### config.mk
export PLATFORM = sky130hd
export DESIGN_NAME = uart_tx
export DESIGN_NICKNAME = d
export VERILOG_FILES = /design/src/rtl/uart_pkg.sv /design/src/rtl/uart_baud_cnt.sv /design/src/rtl/uart_tx.sv
export SDC_FILE = /design/constraint.sdc
export NUM_CORES = 1
export LEC_CHECK = 0
export ABC_CLOCK_PERIOD_IN_PS = 6300
export CAP_MARGIN = 40
export CORE_MARGIN = 1
export CORE_UTILIZATION = 60
export DETAILED_ROUTE_END_ITERATION = 10
export GPL_TIMING_DRIVEN = 0
export MAX_ROUTING_LAYER = met4
export PLACE_DENSITY = 0.94
export SYNTH_ARGS = -nofsm -noshare
export SYNTH_HDL_FRONTEND = slang
export SYNTH_HIERARCHICAL = 1
export SYNTH_SLANG_ARGS = --single-unit
### constraint.sdc
create_clock -name sysclk -period 6.3 [get_ports sysclk]
set_input_delay 1.26 -clock sysclk [delete_from_list [all_inputs] [get_ports sysclk]]
set_output_delay 1.26 -clock sysclk [all_outputs]
set_load 0.02 [all_outputs]
### src/rtl/uart_pkg.sv
`default_nettype none
// ============================================================================
// Module   : uart_pkg
// Brief    : Shared UART definitions: transmit state encoding, frame
//            constants and the bit-period helper used by TX and RX paths.
// Revision : 1.0 - initial release
// ============================================================================
package uart_pkg;

    // Transmit FSM states; PARITY is only reachable in parity builds
    typedef enum logic [2:0] {
        IDLE   = 3'd0,
        START  = 3'd1,
        DATA   = 3'd2,
        PARITY = 3'd3,
        STOP   = 3'd4
    } uart_tx_state_t;

    localparam int   UART_DATA_BITS  = 8;
    localparam logic UART_IDLE_LEVEL = 1'b1;

    // Integer cycles per bit; the remainder is simply dropped
    function automatic int clks_per_bit(input int clk_freq, input int baud);
        return clk_freq / baud;
    endfunction

endpackage
`default_nettype wire

### src/rtl/uart_baud_cnt.sv
`default_nettype none
// ============================================================================
// Module   : uart_baud_cnt
// Brief    : Free-running bit-period counter with synchronous clear. The
//            tick output is high on the last cycle of each bit period and
//            the count wraps to zero on the following edge.
// Revision : 1.0 - initial release
// ============================================================================
module uart_baud_cnt #(
    parameter int CLKS_PER_BIT = 16
) (
    input  logic clk,
    input  logic rst,
    input  logic i_clear,
    output logic o_tick
);

    localparam int               c_WIDTH = (CLKS_PER_BIT > 1) ? $clog2(CLKS_PER_BIT) : 1;
    localparam logic [c_WIDTH-1:0] c_LAST = c_WIDTH'(CLKS_PER_BIT - 1);

    logic [c_WIDTH-1:0] r_count;

    // Count up to the last cycle of the bit, then wrap; clear holds it at zero
    always_ff @(posedge clk) begin
        if (rst || i_clear) begin
            r_count <= '0;
        end else if (r_count == c_LAST) begin
            r_count <= '0;
        end else begin
            r_count <= r_count + c_WIDTH'(1);
        end
    end

    assign o_tick = (r_count == c_LAST);

endmodule
`default_nettype wire

### src/rtl/uart_tx.sv
`default_nettype none
// ============================================================================
// Module   : uart_tx
// Brief    : UART transmitter. Accepts a byte on a valid/ready handshake and
//            serializes it LSB first as 8N1, or as 8E1 when the
//            UART_TX_PARITY_EN macro is defined (even parity bit after
//            data bit 7). All outputs are registered.
// Revision : 1.0 - initial release
// ============================================================================
module uart_tx
    import uart_pkg::*;
#(
    parameter int CLK_FREQ     = 100000000,
    parameter int BAUD         = 9600,
    parameter int CLKS_PER_BIT = clks_per_bit(CLK_FREQ, BAUD)
) (
    input  logic       sysclk,
    input  logic       reset,
    input  logic [7:0] tx_data,
    input  logic       tx_valid,
    output logic       tx_ready,
    output logic       tx,
    output logic       busy
);

    localparam logic [2:0] c_LAST_BIT = 3'(UART_DATA_BITS - 1);

    uart_tx_state_t r_state;
    logic [7:0]     r_shreg;
    logic [2:0]     r_bit_cnt;
    logic           r_tx;
    logic           r_tx_ready;
    logic           r_busy;
    logic           w_tick;
    logic           w_clear;
`ifdef UART_TX_PARITY_EN
    logic           r_parity;
`endif

    // Every non-idle state exits on a tick, where the counter wraps to zero,
    // so holding it clear in IDLE makes each state start from count 0.
    assign w_clear = (r_state == IDLE);

    uart_baud_cnt #(
        .CLKS_PER_BIT (CLKS_PER_BIT)
    ) u_baud_cnt (
        .clk     (sysclk),
        .rst     (reset),
        .i_clear (w_clear),
        .o_tick  (w_tick)
    );

    // Frame sequencer; tx is registered with the value of the state being entered
    always_ff @(posedge sysclk) begin
        if (reset) begin
            r_state    <= IDLE;
            r_shreg    <= '0;
            r_bit_cnt  <= '0;
            r_tx       <= UART_IDLE_LEVEL;
            r_tx_ready <= 1'b0;
            r_busy     <= 1'b0;
`ifdef UART_TX_PARITY_EN
            r_parity   <= 1'b0;
`endif
        end else begin
            case (r_state)
                IDLE: begin
                    r_tx       <= UART_IDLE_LEVEL;
                    r_tx_ready <= 1'b1;
                    r_busy     <= 1'b0;
                    if (tx_valid && r_tx_ready) begin
                        r_shreg    <= tx_data;
                        r_bit_cnt  <= '0;
                        r_state    <= START;
                        r_tx       <= 1'b0;
                        r_tx_ready <= 1'b0;
                        r_busy     <= 1'b1;
`ifdef UART_TX_PARITY_EN
                        r_parity   <= ^tx_data;
`endif
                    end
                end
                START: begin
                    if (w_tick) begin
                        r_state <= DATA;
                        r_tx    <= r_shreg[0];
                    end
                end
                DATA: begin
                    if (w_tick) begin
                        r_bit_cnt <= r_bit_cnt + 3'd1;
                        if (r_bit_cnt == c_LAST_BIT) begin
`ifdef UART_TX_PARITY_EN
                            r_state <= PARITY;
                            r_tx    <= r_parity;
`else
                            r_state <= STOP;
                            r_tx    <= UART_IDLE_LEVEL;
`endif
                        end else begin
                            // Next bit is shreg[1], which becomes shreg[0] after the shift
                            r_shreg <= r_shreg >> 1;
                            r_tx    <= r_shreg[1];
                        end
                    end
                end
`ifdef UART_TX_PARITY_EN
                PARITY: begin
                    if (w_tick) begin
                        r_state <= STOP;
                        r_tx    <= UART_IDLE_LEVEL;
                    end
                end
`endif
                STOP: begin
                    if (w_tick) begin
                        r_state    <= IDLE;
                        r_tx       <= UART_IDLE_LEVEL;
                        r_tx_ready <= 1'b1;
                        r_busy     <= 1'b0;
                    end
                end
                default: begin
                    r_state    <= IDLE;
                    r_tx       <= UART_IDLE_LEVEL;
                    r_tx_ready <= 1'b0;
                    r_busy     <= 1'b0;
                end
            endcase
        end
    end

    assign tx       = r_tx;
    assign tx_ready = r_tx_ready;
    assign busy     = r_busy;

endmodule
`default_nettype wire

Yosys cells after proc, flatten, opt, wreduce, memory -nomap -nowiden
Cells that the tools add are included.

Reduce and logical (&&, ||, !) cells: 11. Add/sub/neg operators: 2. Bitwise logic cells: 1. Muxes and demuxes: 23. Equal/unequal tests: 11.

Operators by type and width (count): 2-to-1 mux 8 bit (3); 2-to-1 mux 3 bit (7); one-hot mux 8 bit (2 select lines) (1); adder 14 x 1 -> 14 bit (second input constant) (1); == test 14 bit (second input constant) (1); one-hot mux 3 bit (4 select lines) (1); 2-to-1 mux 1 bit (7); == test 3 bit (second input constant) (2); != test 2 x 1 -> 1 bit (second input constant) (3); != test 2 bit (second input constant) (3); one-hot mux 1 bit (3 select lines) (2); one-hot mux 3 bit (2 select lines) (1); AND reduction 3 bit (2); AND reduction 5 bit (1); one-hot mux 1 bit (4 select lines) (1); AND reduction 4 bit (1); OR reduction 2 bit (2); adder 3 x 1 -> 3 bit (second input constant) (1); == test 3 x 1 -> 1 bit (second input constant) (1); == test 3 x 2 -> 1 bit (second input constant) (1); logical NOT 3 bit (1); AND reduction 2 bit (1); nonzero test 2 bit (1); logical AND 1 bit (1); other kinds (2) (2).

Input bits: 11. Register bits: 31.

Logic depth before layout (Yosys ltp)
Gate-level depths: netlist of the first run.

Depth after elaboration: 4. Depth in mapped cells: 8. Gate-level depth less buffers: 7.

Modules after synthesis
The synthesis of the first run kept the hierarchy.

By module, submodules not included: uart_tx (times used 1, area each 948.4 um^2, seq. area each 340.3 um^2, cells an instance 117); uart_baud_cnt (times used 1, area each 619.3 um^2, seq. area each 280.3 um^2, cells an instance 70).

Worst setup path after synthesis of the first run
OpenSTA, ideal clock, no wires.

Path type: input-to-reg. Start point: input port tx_valid. End point: register r_shreg[5]. Path slack: 4191 ps. Cell stages on the path: 5. Arrival: 2021 ps. Setup time: 88 ps. Path through: nand3b_1 a21oi_4 buf_6 nor2_1 a311oi_2.

Word-level cells in the longest chain between the ends: 3.

Ends and longest elaborated chain: from (decl) (RTL line uart_tx.sv:20) `input logic tx_valid,`; logical AND 1 bit (RTL line uart_tx.sv:71) `if (tx_valid && r_tx_ready) begin`; != test 2 bit (no line); AND reduction 4 bit (no line); to (signal assigned) (RTL line uart_tx.sv:72) `r_shreg <= tx_data;`; to (signal assigned) (RTL line uart_tx.sv:102) `r_shreg <= r_shreg >> 1;`; to (decl) (RTL line uart_tx.sv:29) `logic [7:0] r_shreg;`.

Every way passes these cells. A chain may end at the register's enable or synchronous reset.

Final worst setup path of the first run
Start point: register r_tx_ready, in the netlist tx_ready. End point: output port tx_ready.

RTL lines: from (decl) (RTL line uart_tx.sv:32) `logic r_tx_ready;`; from (signal assigned) (RTL line uart_tx.sv:60) `r_tx_ready <= 1'b0;`; from (signal assigned) (RTL line uart_tx.sv:69) `r_tx_ready <= 1'b1;`; from (signal assigned) (RTL line uart_tx.sv:76) `r_tx_ready <= 1'b0;`; to (decl) (RTL line uart_tx.sv:21) `output logic tx_ready,`.

No word-level cell between the ends.

==> flow_metrics.env, run 1 <==
export IMPL_slew_violations=0
export IMPL_postCtsResizedCells=0
export IMPL_clk_latency_ns=0.33
export IMPL_vias=1425
export IMPL_numCtsBuffers=5
export IMPL_io_buffers=13
export IMPL_detail_route_antenna_nets=0
export IMPL_cp_top_family="buffers and inverters"
export IMPL_dr_pass1_iters=4
export IMPL_post_cts_buffers=0
export IMPL_core_area_um2=2480
export IMPL_relSlewSlack_pct=69.5
export IMPL_synth_fp_nets=201
export IMPL_endpoint_kind="output pin"
export IMPL_final_common_cell="dfxtp_1"
export IMPL_fin_crit_sh_pct=42.0
export IMPL_setup_viol=0
export IMPL_area_growth_pct=15.1
export IMPL_finClkSkew_ns=0.00705
export IMPL_ys_types=38
export IMPL_critPathLaunchType="flop"
export IMPL_status="complete, no violations"
export IMPL_syn_cell_area_um2=1570
export IMPL_ys_ff_latch=31
export IMPL_die_h_um=53.1
export IMPL_drtIter0Drc=46
export IMPL_drive_above_1_share_pct=10.6
export IMPL_cts_sinks=31
export IMPL_root_buffer="clkbuf_4"
export IMPL_drv_cap=0
export IMPL_wirelength_um=3470
export IMPL_rrSetupSlack_ns=4.00
export IMPL_total_power_w=0.000394
export IMPL_crit_path_max_fanout=6
export IMPL_worstPathCellList="clkdlybuf4s50_1"
export IMPL_ios=14
export IMPL_seq_area_frac_synth_pct=39.6
export IMPL_period_needed_ns=2.64
export IMPL_fin_ws_ns=3.66
export IMPL_die_area_um2=2820
export IMPL_synth_cells=187
export IMPL_crit_type="flop to output pin"
export IMPL_drc=0
export IMPL_vdd_ir_drop_max_v=0.000177
export IMPL_p_leak_nw=0.633
export IMPL_final_cell_mix="dfxtp_1 (31), nor2_1 (27), nand2_1 (19), clkdlybuf4s50_1 (13), nand3_1 (12)"
export IMPL_avgRoutedWirePerCell_um=14.6
export IMPL_critPathMaxStageDelay_ns=0.63
export IMPL_grt_overflow=0
export IMPL_grt_pass1_vias=1286
export IMPL_viasPerCell=5.99
export IMPL_grt_setup_unrepaired="no"
export IMPL_fmax_mhz=378
export IMPL_die_w_um=53.1
export IMPL_n_antenna_cell=0
export IMPL_finalSetupTns_ns=0
export IMPL_rows=18
export IMPL_arrival_ns=1.38
export IMPL_hold_viol=0
export IMPL_yosys_warnings=6
export IMPL_clockBufferDepth=2
export IMPL_min_path_type="flop to flop"
export IMPL_grt_use_total_pct=28.0
export IMPL_p_per_area_nw_per_um2=219
export IMPL_cp_num_buf_inv=1
export IMPL_fin_util_pct=72.8
export IMPL_tightest_slew_ns=0.457
export IMPL_antenna_found_initial=0
export IMPL_final_nets=221
export IMPL_initial_core_util_pct=63.3
export IMPL_cts_hold_buffers=0
export IMPL_post_place_ws_ns=3.46
export IMPL_grt_pass1_wl_um=5390
export IMPL_finalWeightedCongestion=0.815
export IMPL_avgSynthCellArea_um2=8.38
export IMPL_cts_tree="built"
export IMPL_required_ns=5.04
export IMPL_slowest_stage="clkdlybuf4s50_1"
export IMPL_grt_max_degree=11
export IMPL_hpwlAfterDp_um=2480
export IMPL_path_clk_slew_ns=0.09
export IMPL_htreeDepth=2
-- worst paths after layout --
path / startpoint / endpoint / cells after the start
worst min register to register: r_bit_cnt[1] / r_bit_cnt[1] / 2
worst min-delay path: r_bit_cnt[1] / r_bit_cnt[1] / 2
worst max-delay path: tx_ready / tx_ready / 1
worst max register to register: u_baud_cnt/r_count[8] / r_shreg[6] / 7
-- cells by family after synthesis --
logic type / synth area share (%)
buffers and inverters: 7.18
adder cells (fa/ha/maj): 2.39
XOR/XNOR: 7.26
flip-flops: 39.6
AO/OA/AOI/OAI: 14.3
multiplexers: 1.36
AND/OR/NAND/NOR: 27.9
-- synthesized netlist by cell type --
cell,number,area share [%]
a311oi_1,5,2.8
nand4b_1,2,1.1
nand2b_1,4,1.6
xnor2_1,11,6.1
inv_1,7,1.7
xor2_1,2,1.1
o21a_1,1,0.48
nand3_1,12,3.8
a21oi_1,10,3.2
dfxtp_1,31,40
o211ai_1,1,0.48
ha_1,3,2.4
nor2b_1,2,0.80
buf_2,6,1.9
nand2_1,19,4.5
nor3b_1,1,0.48
clkbuf_1,3,0.72
mux2i_1,1,0.64
nor4_1,4,1.6
or4bb_1,1,0.72
a311oi_2,2,1.9
nand3b_1,1,0.48
o31ai_1,1,0.48
buf_6,4,2.9
or3_1,3,1.2
a21o_1,1,0.48
a211oi_1,1,0.48
o32a_1,1,0.64
a211o_1,2,1.1
o21ai_0,2,0.64
nand4_1,4,1.6
nor4_2,1,0.80
a21oi_4,1,1.0
o221ai_1,1,0.56
nor2_1,27,6.5
nor3_1,7,2.2
mux2_2,1,0.72
or4_1,1,0.48
-- through the flow --
step	cells	hold slack, ns	cell area, µm²
after global routing	238	0.490	1800
after global placement	230	0.440	1740
final	238	0.467	1800
after detailed placement	230	0.458	1740
after floorplan	187	0.429	1570
after CTS	238	0.471	1800
-- power by group --
part / internal (W) / switching (W)
logic: 0.0000261 / 0.0000286
clock network: 0.0000656 / 0.0000657
registers: 0.000203 / 0.00000500
-- area by class of cell --
cell class	instances	area [µm²]
multi-input cells	136	835
fillers	169	673
flip-flops and latches	31	621
repair buffers	13	130
plain buffers	13	86.3
clock buffers	8	68.8
well taps	30	37.5
inverters	7	26.3
-- sequential cells by signal, indices dropped and copies added (netlist names) --
name and flops:
tx_ready 1, r_bit_cnt 3, r_state 3, u_baud_cnt/r_count 14, busy 1, r_shreg 8
tx 1
-- worst min-delay path: stages, from the launching register on --
cell and delay, ns:
dfxtp_1 0.32, nand2_1 0.05, a21oi_1 0.05
-- metal layers --
layer | vias to the layer above | track usage [%] | share of wire (%) | wire (µm)
met5 | - | - | 0 | 0
met4 | 0 | 13.2 | 2.3 | 79
met3 | 13 | 10.9 | 5.1 | 177
met2 | 55 | 47.0 | 52 | 1800
met1 | 662 | 28.6 | 41 | 1410
li1 | 695 | - | - | -
Power figures use the tool's default switching activity.
==> run 2, diff against run 1 <==
--- a/config.mk
+++ b/config.mk
@@ -5,14 +5,14 @@
 export SDC_FILE = /design/constraint.sdc
 export NUM_CORES = 1
 export LEC_CHECK = 0
-export ABC_CLOCK_PERIOD_IN_PS = 6300
+export ABC_CLOCK_PERIOD_IN_PS = 2100
 export CAP_MARGIN = 40
 export CORE_MARGIN = 1
-export CORE_UTILIZATION = 60
+export CORE_UTILIZATION = 51
 export DETAILED_ROUTE_END_ITERATION = 10
 export GPL_TIMING_DRIVEN = 0
 export MAX_ROUTING_LAYER = met4
-export PLACE_DENSITY = 0.94
+export PLACE_DENSITY = 0.86
 export SYNTH_ARGS = -nofsm -noshare
 export SYNTH_HDL_FRONTEND = slang
 export SYNTH_HIERARCHICAL = 1
==> constraint.sdc (replaced) <==
create_clock -name sysclk -period 2.1 [get_ports sysclk]
set_input_delay 0.42 -clock sysclk [delete_from_list [all_inputs] [get_ports sysclk]]
set_output_delay 0.42 -clock sysclk [all_outputs]
set_load 0.02 [all_outputs]
==> run 2 against run 1 <==
  * The flow now finishes with violations (DRC)
  * Critical path type is now flop to flop
  * Clock-buffer cell count is 2 lower
  * Final cell count up 5.5%
  * Clock skew shrank 0.00079 ns
  * Final area grew 9.4%
  * Register-to-register slack lost 4.0 ns
  * Largest power group unchanged
==> flow_metrics.env, run 2 (synthesis results as in run 1) <==
export IMPL_status="finished with violations"
export IMPL_failed_checks="DRC"
export IMPL_fill_cells=206
export IMPL_p_per_area_nw_per_um2=627
export IMPL_die_h_um=57.4
export IMPL_crit_path_max_fanout=4
export IMPL_arrival_ns=2.30
export IMPL_p_clk_share_pct=35.4
export IMPL_grt_max_degree=11
export IMPL_area_growth_pct=25.9
export IMPL_largest_register_ffs=14
export IMPL_cts_hold_buffers=0
export IMPL_required_ns=2.30
export IMPL_initial_core_util_pct=55.4
export IMPL_ios=14
export IMPL_period_needed_ns=2.10
export IMPL_cpMostUsedCell="buf_4"
export IMPL_io_buffers=13
export IMPL_drtIter0Drc=79
export IMPL_die_area_um2=3300
export IMPL_endpoint_kind="flop"
export IMPL_wl_met1_um=1430
export IMPL_grt_overflow=0
export IMPL_fin_ws_ns=0.00234
export IMPL_crit_type="flop to flop"
export IMPL_p_leak_nw=0.710
export IMPL_detail_route_antenna_nets=0
export IMPL_core_area_um2=2830
export IMPL_hpwlAfterDp_um=2110
export IMPL_drv_cap=0
export IMPL_min_path_type="flop to flop"
export IMPL_clk_latency_ns=0.33
export IMPL_vdd_ir_drop_max_v=0.000419
export IMPL_grt_pass1_vias=1281
export IMPL_avgRoutedWirePerCell_um=13.2
export IMPL_root_buffer="clkbuf_4"
export IMPL_critPathMaxStageDelay_ns=0.55
export IMPL_grt_pass1_wl_um=5550
export IMPL_clockBufferDepth=2
export IMPL_tightest_slew_ns=0.512
export IMPL_dr_pass1_iters=7
export IMPL_cts_sinks=31
export IMPL_post_place_ws_ns=-0.160
export IMPL_n_antenna_cell=0
export IMPL_top_register="u_baud_cnt/r_count"
export IMPL_setup_viol=0
export IMPL_grt_setup_unrepaired="yes"
export IMPL_pwr_share_comb_pct=14.2
export IMPL_reg_top3="u_baud_cnt/r_count x14, r_shreg x8"
export IMPL_worstPathCellList="or4_4 -> nor4_4 -> buf_6 -> buf_4 -> inv_1 -> o211ai_1 -> buf_4 -> o221ai_1"
export IMPL_p_seq_share_pct=50.4
export IMPL_slowest_stage="or4_4"
export IMPL_fin_util_pct=69.7
export IMPL_relSlewSlack_pct=65.9
export IMPL_final_cell_mix="nor2_1 (25), dfxtp_1 (25), nand2_1 (18), clkdlybuf4s50_1 (13), buf_4 (12)"
export IMPL_drc=1
export IMPL_wirelength_um=3330
export IMPL_antenna_found_initial=0
export IMPL_die_w_um=57.4
export IMPL_rows=19
export IMPL_viasPerCell=5.73
export IMPL_switching_power_w=0.000293
export IMPL_path_clk_slew_ns=0.09
export IMPL_hold_viol=0
export IMPL_drive_above_1_share_pct=21.8
export IMPL_fmax_mhz=477
export IMPL_fin_crit_sh_pct=99.9
export IMPL_finalWeightedCongestion=0.854
export IMPL_numCtsBuffers=5
export IMPL_final_nets=234
export IMPL_wl_met3_um=147
export IMPL_slew_violations=0
export IMPL_met2RoutedLength_um=1640
export IMPL_top_layer_used="met4"
export IMPL_cts_tree="built"
export IMPL_grt_use_total_pct=22.9
export IMPL_htreeDepth=2
export IMPL_vias=1438
export IMPL_critPathLaunchType="flop"
export IMPL_p_int_w=0.000944
export IMPL_finClkSkew_ns=0.00627
export IMPL_switching_share_pct=23.7
[run 2: cell count changes in the layout (fill, tap and decap cells not counted), sizes merged]
cell	before	now
buf	10	23
bufinv	0	1
clkbuf	11	9
[run 2: worst max-delay path: cells and delay by family, from the launching register on]
kind                   cells  cell delay, ns
AO/OA/AOI/OAI              2            0.25
buffers and inverters      4            0.49
flip-flops                 1            0.36
AND/OR/NAND/NOR            2            0.87
[run 2: repair_timing]
| action | CTS | global route |
|---|---|---|
| setup buffers | 7 | 6 |
| resized for setup | 11 | 9 |
| endpoints found under the setup margin | 7 | 12 |
| pin swaps | 4 | 6 |
[run 2: worst paths after layout]
check	startpoint	endpoint	slack (ns)	depth (start not counted)
worst max-delay path	u_baud_cnt/r_count[8]	tx	0.002	8
worst min-delay path	u_baud_cnt/r_count[0]	u_baud_cnt/r_count[0]	0.47	1
worst max register to register	u_baud_cnt/r_count[8]	tx	0.002	8
worst min register to register	u_baud_cnt/r_count[0]	u_baud_cnt/r_count[0]	0.47	1
[run 2: final cells by class]
cell class	instances	area [µm²]	area share, %
plain buffers	13	92.6	4.69
clock buffers	6	41.3	2.09
clock inverters	1	30.0	1.52
inverters	7	26.3	1.33
multi-input cells	136	882	44.7
flip-flops and latches	31	631	32.0
well taps	31	38.8	1.97
repair buffers	26	231	11.7
[run 2: per-layer routing]
metal,vias to the layer above,track usage [%]
li1,718,-
met1,661,27.3
met2,48,35.0
met3,11,4.99
met4,0,13.9
met5,-,-
[run 2: power groups by stage]
| stage | Sequential, W | Combinational, W | Clock (W) |
|---|---|---|---|
| detailed placement | 0.000638 | 0.000155 | 0 |
| global placement | 0.000636 | 0.000154 | 0 |
| global route | 0.000627 | 0.000193 | 0.000475 |
| finish | 0.000624 | 0.000176 | 0.000438 |
| CTS | 0.000624 | 0.000160 | 0.000444 |
| floorplan | 0.000643 | 0.0000984 | 0 |
[run 2: stage by stage]
step	power (W)	area, µm²	setup TNS (ns)	hold slack [ns]	cells
5_1_grt	0.00129	1970	-0.768	0.498	251
2_1_floorplan	0.000741	1570	0	0.429	187
3_5_place_dp	0.000793	1740	-0.403	0.457	231
4_1_cts	0.00123	1890	0	0.471	245
3_3_place_gp	0.000790	1740	-0.193	0.442	231
6_report	0.00124	1970	0	0.470	251
==> run 3, diff against run 2 <==
--- a/config.mk
+++ b/config.mk
@@ -11,6 +11,7 @@
 export CORE_UTILIZATION = 51
 export DETAILED_ROUTE_END_ITERATION = 10
 export GPL_TIMING_DRIVEN = 0
+export HOLD_SLACK_MARGIN = 0.15
 export MAX_ROUTING_LAYER = met4
 export PLACE_DENSITY = 0.86
 export SYNTH_ARGS = -nofsm -noshare
==> results of run 3 <==
The final DEF is identical to that of run 2; final timing and power are the same.
